===== src/rtl/gpr_file_mp.sv =====
// gpr_file_mp: multi-port GPR file with two write ports, combinational reads,
// optional same-cycle bypass and a per-register pending-write scoreboard.
`default_nettype none

module gpr_file_mp #(
  parameter int DATA_W = 32,
  parameter int ADDR_W = 5,
  parameter int NUM_RD = 2,
  parameter int BYPASS = 1
) (
  input  logic                     clk,
  input  logic                     reset,
  input  logic [NUM_RD*ADDR_W-1:0] rd_addr,
  output logic [NUM_RD*DATA_W-1:0] rd_data,
  output logic [NUM_RD-1:0]        rd_busy,
  input  logic                     wa_en,
  input  logic [ADDR_W-1:0]        wa_addr,
  input  logic [DATA_W-1:0]        wa_data,
  input  logic                     wb_en,
  input  logic [ADDR_W-1:0]        wb_addr,
  input  logic [DATA_W-1:0]        wb_data,
  input  logic                     sb_set,
  input  logic [ADDR_W-1:0]        sb_addr,
  output logic                     busy_any
);

  localparam int DEPTH = 1 << ADDR_W;
  localparam logic [ADDR_W-1:0] ZERO_ADDR = '0;

  logic [DATA_W-1:0] regs_q [DEPTH];
  logic [DEPTH-1:0]  busy_q;
  logic [DEPTH-1:0]  busy_d;

  logic wa_hit;
  logic wb_hit;
  logic wb_wr;

  assign wa_hit = wa_en && (wa_addr != ZERO_ADDR);
  assign wb_hit = wb_en && (wb_addr != ZERO_ADDR);
  // Port B loses a same-address collision with port A.
  assign wb_wr  = wb_hit && !(wa_hit && (wa_addr == wb_addr));

  always_comb begin
    busy_d = busy_q;
    if (wa_hit) busy_d[wa_addr] = 1'b0;
    if (wb_hit) busy_d[wb_addr] = 1'b0;
    // A newly issued producer outranks the one retiring in the same cycle.
    if (sb_set && (sb_addr != ZERO_ADDR)) busy_d[sb_addr] = 1'b1;
  end

  always_ff @(posedge clk or negedge reset) begin
    if (!reset) begin
      for (int k = 0; k < DEPTH; k++) begin
        regs_q[k] <= '0;
      end
      busy_q <= '0;
    end else begin
      if (wa_hit) regs_q[wa_addr] <= wa_data;
      if (wb_wr)  regs_q[wb_addr] <= wb_data;
      busy_q <= busy_d;
    end
  end

  assign busy_any = |busy_q;

  for (genvar i = 0; i < NUM_RD; i++) begin : g_rd
    logic [ADDR_W-1:0] addr;
    logic [DATA_W-1:0] data;
    logic              busy;

    assign addr = rd_addr[i*ADDR_W +: ADDR_W];

    always_comb begin
      data = regs_q[addr];
      busy = busy_q[addr];
      if (BYPASS != 0) begin
        if (wa_hit && (wa_addr == addr)) begin
          data = wa_data;
          busy = 1'b0;
        end else if (wb_hit && (wb_addr == addr)) begin
          data = wb_data;
          busy = 1'b0;
        end
      end
      // Held reset must not let bypassed write data leak onto the outputs.
      if (!reset || (addr == ZERO_ADDR)) begin
        data = '0;
        busy = 1'b0;
      end
    end

    assign rd_data[i*DATA_W +: DATA_W] = data;
    assign rd_busy[i]                  = busy;
  end

endmodule

`default_nettype wire


===== config.mk =====
export PLATFORM = sky130hd
export DESIGN_NAME = gpr_file_mp
export DESIGN_NICKNAME = d
export VERILOG_FILES = /design/src/rtl/gpr_file_mp.sv
export SDC_FILE = /design/constraint.sdc
export NUM_CORES = 2
export LEC_CHECK = 0
export CAP_MARGIN = 25
export CORE_ASPECT_RATIO = 1.5
export CORE_MARGIN = 5
export CORE_UTILIZATION = 25
export CTS_CLUSTER_DIAMETER = 150
export DETAILED_ROUTE_END_ITERATION = 12
export GPL_TIMING_DRIVEN = 0
export PLACE_DENSITY = 0.38
export SLEW_MARGIN = 20
export SYNTH_ARGS = -nofsm -noshare
export SYNTH_HDL_FRONTEND = slang
export SYNTH_SLANG_ARGS = --single-unit

===== constraint.sdc =====
create_clock -name clk -period 5.81 [get_ports clk]
set_input_delay 1.162 -clock clk [delete_from_list [all_inputs] [get_ports clk]]
set_output_delay 1.162 -clock clk [all_outputs]
set_load 0.02 [all_outputs]

; ---- Word-level counts from Yosys, hierarchy flattened
; Cells that the tools add are included.
[word_totals]
ff_bits = 1056
in_bits = 94
output_inout_bits = 67
word_cells = 124
[op_classes]
n_lt_le_gt_ge = 14
n_eq_ne = 5
mux = 39
bitwise_logic = 9
n_reduce_logical = 24
[ops]
columns = operator, n
row1 = $bwmux W1024, 2
row2 = $mux W1024, 2
row3 = $mux W32, 15
row4 = $bmux W32 S5, 2
row5 = $demux W32 S5, 2
row6 = $and A32 B32 Y32, 2
row7 = $not A32 Y32, 2
row8 = $or A32 B32 Y32, 1
row9 = $reduce_or A32 Y1, 1
row10 = $lt A5 B6 Y1 const B, 5
row11 = $eq A5 B5 Y1, 5
row12 = $ge A6 B6 Y1 const B, 4
row13 = $not A5 Y6, 4
row14 = $demux W1 S5, 3
row15 = $ge A5 B1 Y1 const B, 3
row16 = $reduce_bool A5 Y1, 3
row17 = $logic_and A1 B1 Y1, 14
row18 = $lt A6 B1 Y1 const B, 2
row19 = $mux W1, 11
row20 = $bmux W1 S5, 2
row21 = $logic_not A5 Y1, 2
row22 = $logic_not A1 Y1, 2
row23 = $logic_or A1 B1 Y1, 2

; ---- Logic depth before layout (Yosys ltp)
[logic_depth]
depth_word = 11
ltp_mapped = 11
ltp_nobuf = 6

; ---- Worst setup path after synthesis
; OpenSTA, ideal clock, no wires.
[synth_timing]
path_kind = input port to output port
startpoint = input port rd_addr[0]
endpoint = output port rd_data[11]
t_arrival_ns = 2.940
t_required_ns = 4.648
slack_ns = 1.708
stages = 8
path_buffers = 2
path_cell_list = buf_2 or4b_1 clkbuf_1 o22ai_1 nor2_1 nand3_1 nor3_1 nor3b_1
[synth_between]
elab_chain_len = 7
word_cells_on_any_way = 13
cone_classes = 2 x eq/ne / 6 x mux / 1 x bitwise / 4 x reduce/logical
[synth_rtl]
columns = item, line_no
row1 = from (decl), 13  ; input logic [NUM_RD*ADDR_W-1:0] rd_addr,
row2 = $not A5 Y6 (implied by the code), 74  ; data = regs_q[addr];
row3 = $bmux W32 S5, 74
row4 = $mux W32 (implied by the code) (2 in a row), 74
row5 = $mux W32, 80  ; end else if (wb_hit && (wb_addr == addr)) begin
row6 = $mux W32, 77  ; if (wa_hit && (wa_addr == addr)) begin
row7 = $mux W32 (*), 86  ; if (!reset || (addr == ZERO_ADDR)) begin
row8 = to (decl), 14  ; output logic [NUM_RD*DATA_W-1:0] rd_data,
; Every way passes the cells marked *; elsewhere a longest branch is shown, timed or not. The select of a mux whose other input is x is not followed.

; ---- Worst setup path after layout
[layout_timing]
startpoint = input port rd_addr[2]
endpoint = output port rd_data[31]
; The elaborated chain is that of the path after synthesis.

==> summary.txt <==
Critical path
  • Critical Path Start: rd_addr[2]
  • Type of the worst setup path: primary input to primary output
  • Critical path's largest stage delay: roughly 0.58 ns
  • Cells along the critical path: buf_4 -> buf_2 -> buf_4 -> mux2i_1 -> o22ai_1 -> a31o_2 -> nor4_1 -> nor3_2 -> clkdlybuf4s50_1
  • R2r startpoint: regs_q[29]
  • Crit start category: primary input
  • Cell with the largest stage delay on the worst path: sky130_fd_sc_hd__mux2i_1
  • Kind of end point of the critical path: primary output
  • Arrival time at the worst endpoint: about 4.7 ns
  • Crit path buffers/inverters: 4
  • Category of cells accounting for the largest share of critical-path delay: buffers and inverters
  • Worst Path Max Fanout: 10
  • CP dominant cell by count: sky130_fd_sc_hd__buf_4
  • Required arrival time at the worst endpoint: between 4 and 5 ns

CTS
  • Maximum clock path buffer count: 4
  • CTS clock-pin slew for the worst setup and hold paths: around 0.060 ns
  • Post-cts hold buffer count: 0
  • Clock tree from TritonCTS: done
  • # H-tree levels: 4
  • Number of buffers created by CTS: approximately 140
  • Clock tree root buffer cell: sky130_fd_sc_hd__clkbuf_16
  • CTS sink count: around 1100
  • Clock latency on the worst-skew pair: between 0.8 and 0.9 ns

Outcome
  • Outcome: finished, violations left
  • Failing checks: negative setup slack

Timing
  • Post-Route Setup TNS: -0.2558 ns
  • Unrepaired setup endpoints after global routing: false
  • Fmax: around 0.17 GHz
  • Final period util: 1.016
  • Post-route clock skew: 0 ns
  • Final period demand of the worst path: ~5.9 ns
  • Pins Over Slew Limit: 0
  • Worst relative slew slack: 0.2222
  • Endpoints failing hold: 0
  • Final count of negative-setup-slack endpoints: 6
  • Fin worst setup slack: -0.09315 ns
  • Measured slew at the worst slew-check pin: between 1 and 1.5 ns

Placement
  • Routability congestion estimate: between 1 and 1.5
  • Half-perimeter wire length of the detailed placement result: about 340000 um
  • Pre-CTS setup slack: -1.840 ns
  • Quantity of I/O buffers inserted on ports: 91
  • Number of instances in the placed design: about 11000

Route
  • Post-detailed-routing wire length: 433000 um
  • Mean routed wirelength per cell: 38.55 um
  • Remaining number of nets flagged by the antenna check after routing: 0
  • Via density: ~5.6
  • DR DRC count: 0
  • 1st-iter DRT viols: about 6200
  • Vias post-DR: about 63000
  • First-pass detailed-route iteration total: 7

Synth
  • Post-Syn Area per Cell: around 9.3 um^2
  • Async SR Flop Fraction: 1.000
  • Portion of the post-synthesis area used by sequential elements: 0.3909
  • Number of flip-flops and latches in the synthesized netlist: ~1100
  • Leading area contributor after synthesis: sky130_fd_sc_hd__dfrtp_1
  • Cell variety after synth: 61
  • Number of warning messages in the yosys log: 0
  • Fraction of post-synthesis cell area in the top cell type by area: 0.3909
  • Main area contributors after synthesis: sky130_fd_sc_hd__dfrtp_1, sky130_fd_sc_hd__mux2i_1, sky130_fd_sc_hd__a21oi_1
  • Prevailing post-synth register cell: sky130_fd_sc_hd__dfrtp_1
  • Post-synthesis cell area: about 0.068 mm^2
  • Net count after synthesis: around 7300
  • Synth top cells by count: sky130_fd_sc_hd__mux2i_1, sky130_fd_sc_hd__nor2_1, sky130_fd_sc_hd__dfrtp_1
  • Most frequently used cell type in the post-synthesis netlist: sky130_fd_sc_hd__mux2i_1
  • Cells after Synth: between 7000 and 8000
  • Number of synthesized flops with an enable pin: 0

Floorplanning
  • Core Region: about 0.27 mm^2
  • Ports: roughly 160
  • Die extent in x: around 430 um
  • Cell row count: 233
  • Overall die area: about 0.28 mm^2
  • Starting Density: 0.2515
  • Chip height: roughly 650 um

Pwr
  • Internal power component: 0.01752 W
  • Sw power: 0.01042 W
  • Design Power: 0.02794 W
  • Sequential cell fraction of total power: 0.405
  • Net switching share of the total power: 0.3730
  • Fraction of power consumed by combinational cells: 0.277
  • Power density over the cells: between 300 and 400 mW/mm^2
  • Power share of the clock group: 0.318
  • Pleak: 35.97 nW
  • Max IR drop VDD: approximately 0.18 mV

Finish
  • Final layout net count: 7656
  • Layout overhead on the synthesized area: 18.10%
  • Non-filler instance count after layout: 11231
  • Layout cells sized above 1: 0.1560
  • Fillers: 28721
  • Post-Route Utilization: 0.2970

Hold path
  • Class of the most critical hold timing path: primary input to async pin

Global routing
  • Global route total overflow: 0
  • Number of antenna violations at the first check in global routing: 56
  • Global router's overall resource usage: 0.2987
  • First-pass GRT wire length: roughly 570000 um
  • Maximum number of pins on one net before global-route repair: 127
  • Vias in the first global route: about 63000

Run
  • # Max-Cap Violations: 0
[cell type report]
| type | count | area, um^2 | area share |
|---|---|---|---|
| antenna | 51 | 127.6 | 0.001598 |
| buffer | 864 | 4238 | 0.05308 |
| clock buffer | 198 | 4015 | 0.05029 |
| clock inverter | 35 | 317.8 | 0.003981 |
| inverter | 8 | 33.78 | 0.0004231 |
| multi-input combinational | 5324 | 38410 | 0.4810 |
| sequential | 1056 | 26430 | 0.3310 |
| tap | 3525 | 4410 | 0.05524 |
| timing repair buffer | 170 | 1866 | 0.02337 |
[sequential cells by signal, indices dropped and copies added, names as in the netlist]
register and count:
regs_q 1024, busy_q 32
[power by group through the flow]
stage / Sequential (W) / Clock, W / Combinational [W]
after floorplan: 0.0105 / 0 / 0.00465
after global placement: 0.0114 / 0 / 0.00724
after detailed placement: 0.0114 / 0 / 0.00744
after CTS: 0.0113 / 0.00896 / 0.00763
after global routing: 0.0115 / 0.00918 / 0.00816
final: 0.0113 / 0.00887 / 0.00774
[metal layers]
metal	wire length, um	part of all wire	GRT usage	vias up
met5	219	0.00051	0	-
met3	24450	0.056	0.05065	1228
met2	202600	0.47	0.4903	2976
li1	-	-	-	26846
met4	57570	0.13	0.3192	32
met1	148100	0.34	0.3106	31917
[worst paths after layout]
path / end / slack (ns) / cells past startpoint
worst max-delay path: rd_data[31] / -0.09 / 9
worst max register to register: regs_q[29] / 4.93 / 2
min in group clk: regs_q[1001] / 0.49 / 1
worst min register to register: regs_q[1001] / 0.49 / 1
worst min-delay path: regs_q[72] / 0.15 / 1
max in group asynchronous: regs_q[923] / 3.14 / 5
[placed cells by master, fill, tap and decap left out, types with 85 or more instances in the layout]
cell type	Yosys	layout
sky130_fd_sc_hd__a31oi_1	86	86
sky130_fd_sc_hd__clkbuf_2	0	85
sky130_fd_sc_hd__o21ai_0	133	94
sky130_fd_sc_hd__a21oi_1	917	917
sky130_fd_sc_hd__mux4_2	100	100
sky130_fd_sc_hd__mux2i_1	1740	1740
sky130_fd_sc_hd__o22ai_1	285	222
sky130_fd_sc_hd__nand2_1	339	338
sky130_fd_sc_hd__clkbuf_1	382	311
sky130_fd_sc_hd__dfrtp_1	1056	1056
sky130_fd_sc_hd__nor2_1	1065	1057
sky130_fd_sc_hd__clkbuf_16	0	145
sky130_fd_sc_hd__buf_4	50	112
sky130_fd_sc_hd__a22oi_1	120	120
sky130_fd_sc_hd__buf_2	372	365
[logic make-up after synthesis]
logic type	share of synthesized area
buffers and inverters	0.05913
AOI/OAI and AO/OA	0.1400
xor gates and xnor gates	0.003239
DFF	0.3909
and+or+nand+nor	0.1156
muxes	0.2911
[through the flow]
step	instance area, um^2	hold WS, ns
6_report	79840	0.1542
4_1_cts	79500	0.1582
3_3_place_gp	72920	0.4536
2_1_floorplan	67600	0.4383
3_5_place_dp	73790	0.4692
5_1_grt	79780	0.1566
[timing repair]
| item | CTS | global route |
|---|---|---|
| buffers inserted | 16 | 4 |
| gates resized for setup | 359 | 32 |
| endpoints found under the hold margin | 0 | 0 |
| endpoints found under the setup margin | 66 | 35 |
| gates cloned | 4 | 2 |
| pin swaps | 21 | 6 |
Power figures use the tool's default switching activity.
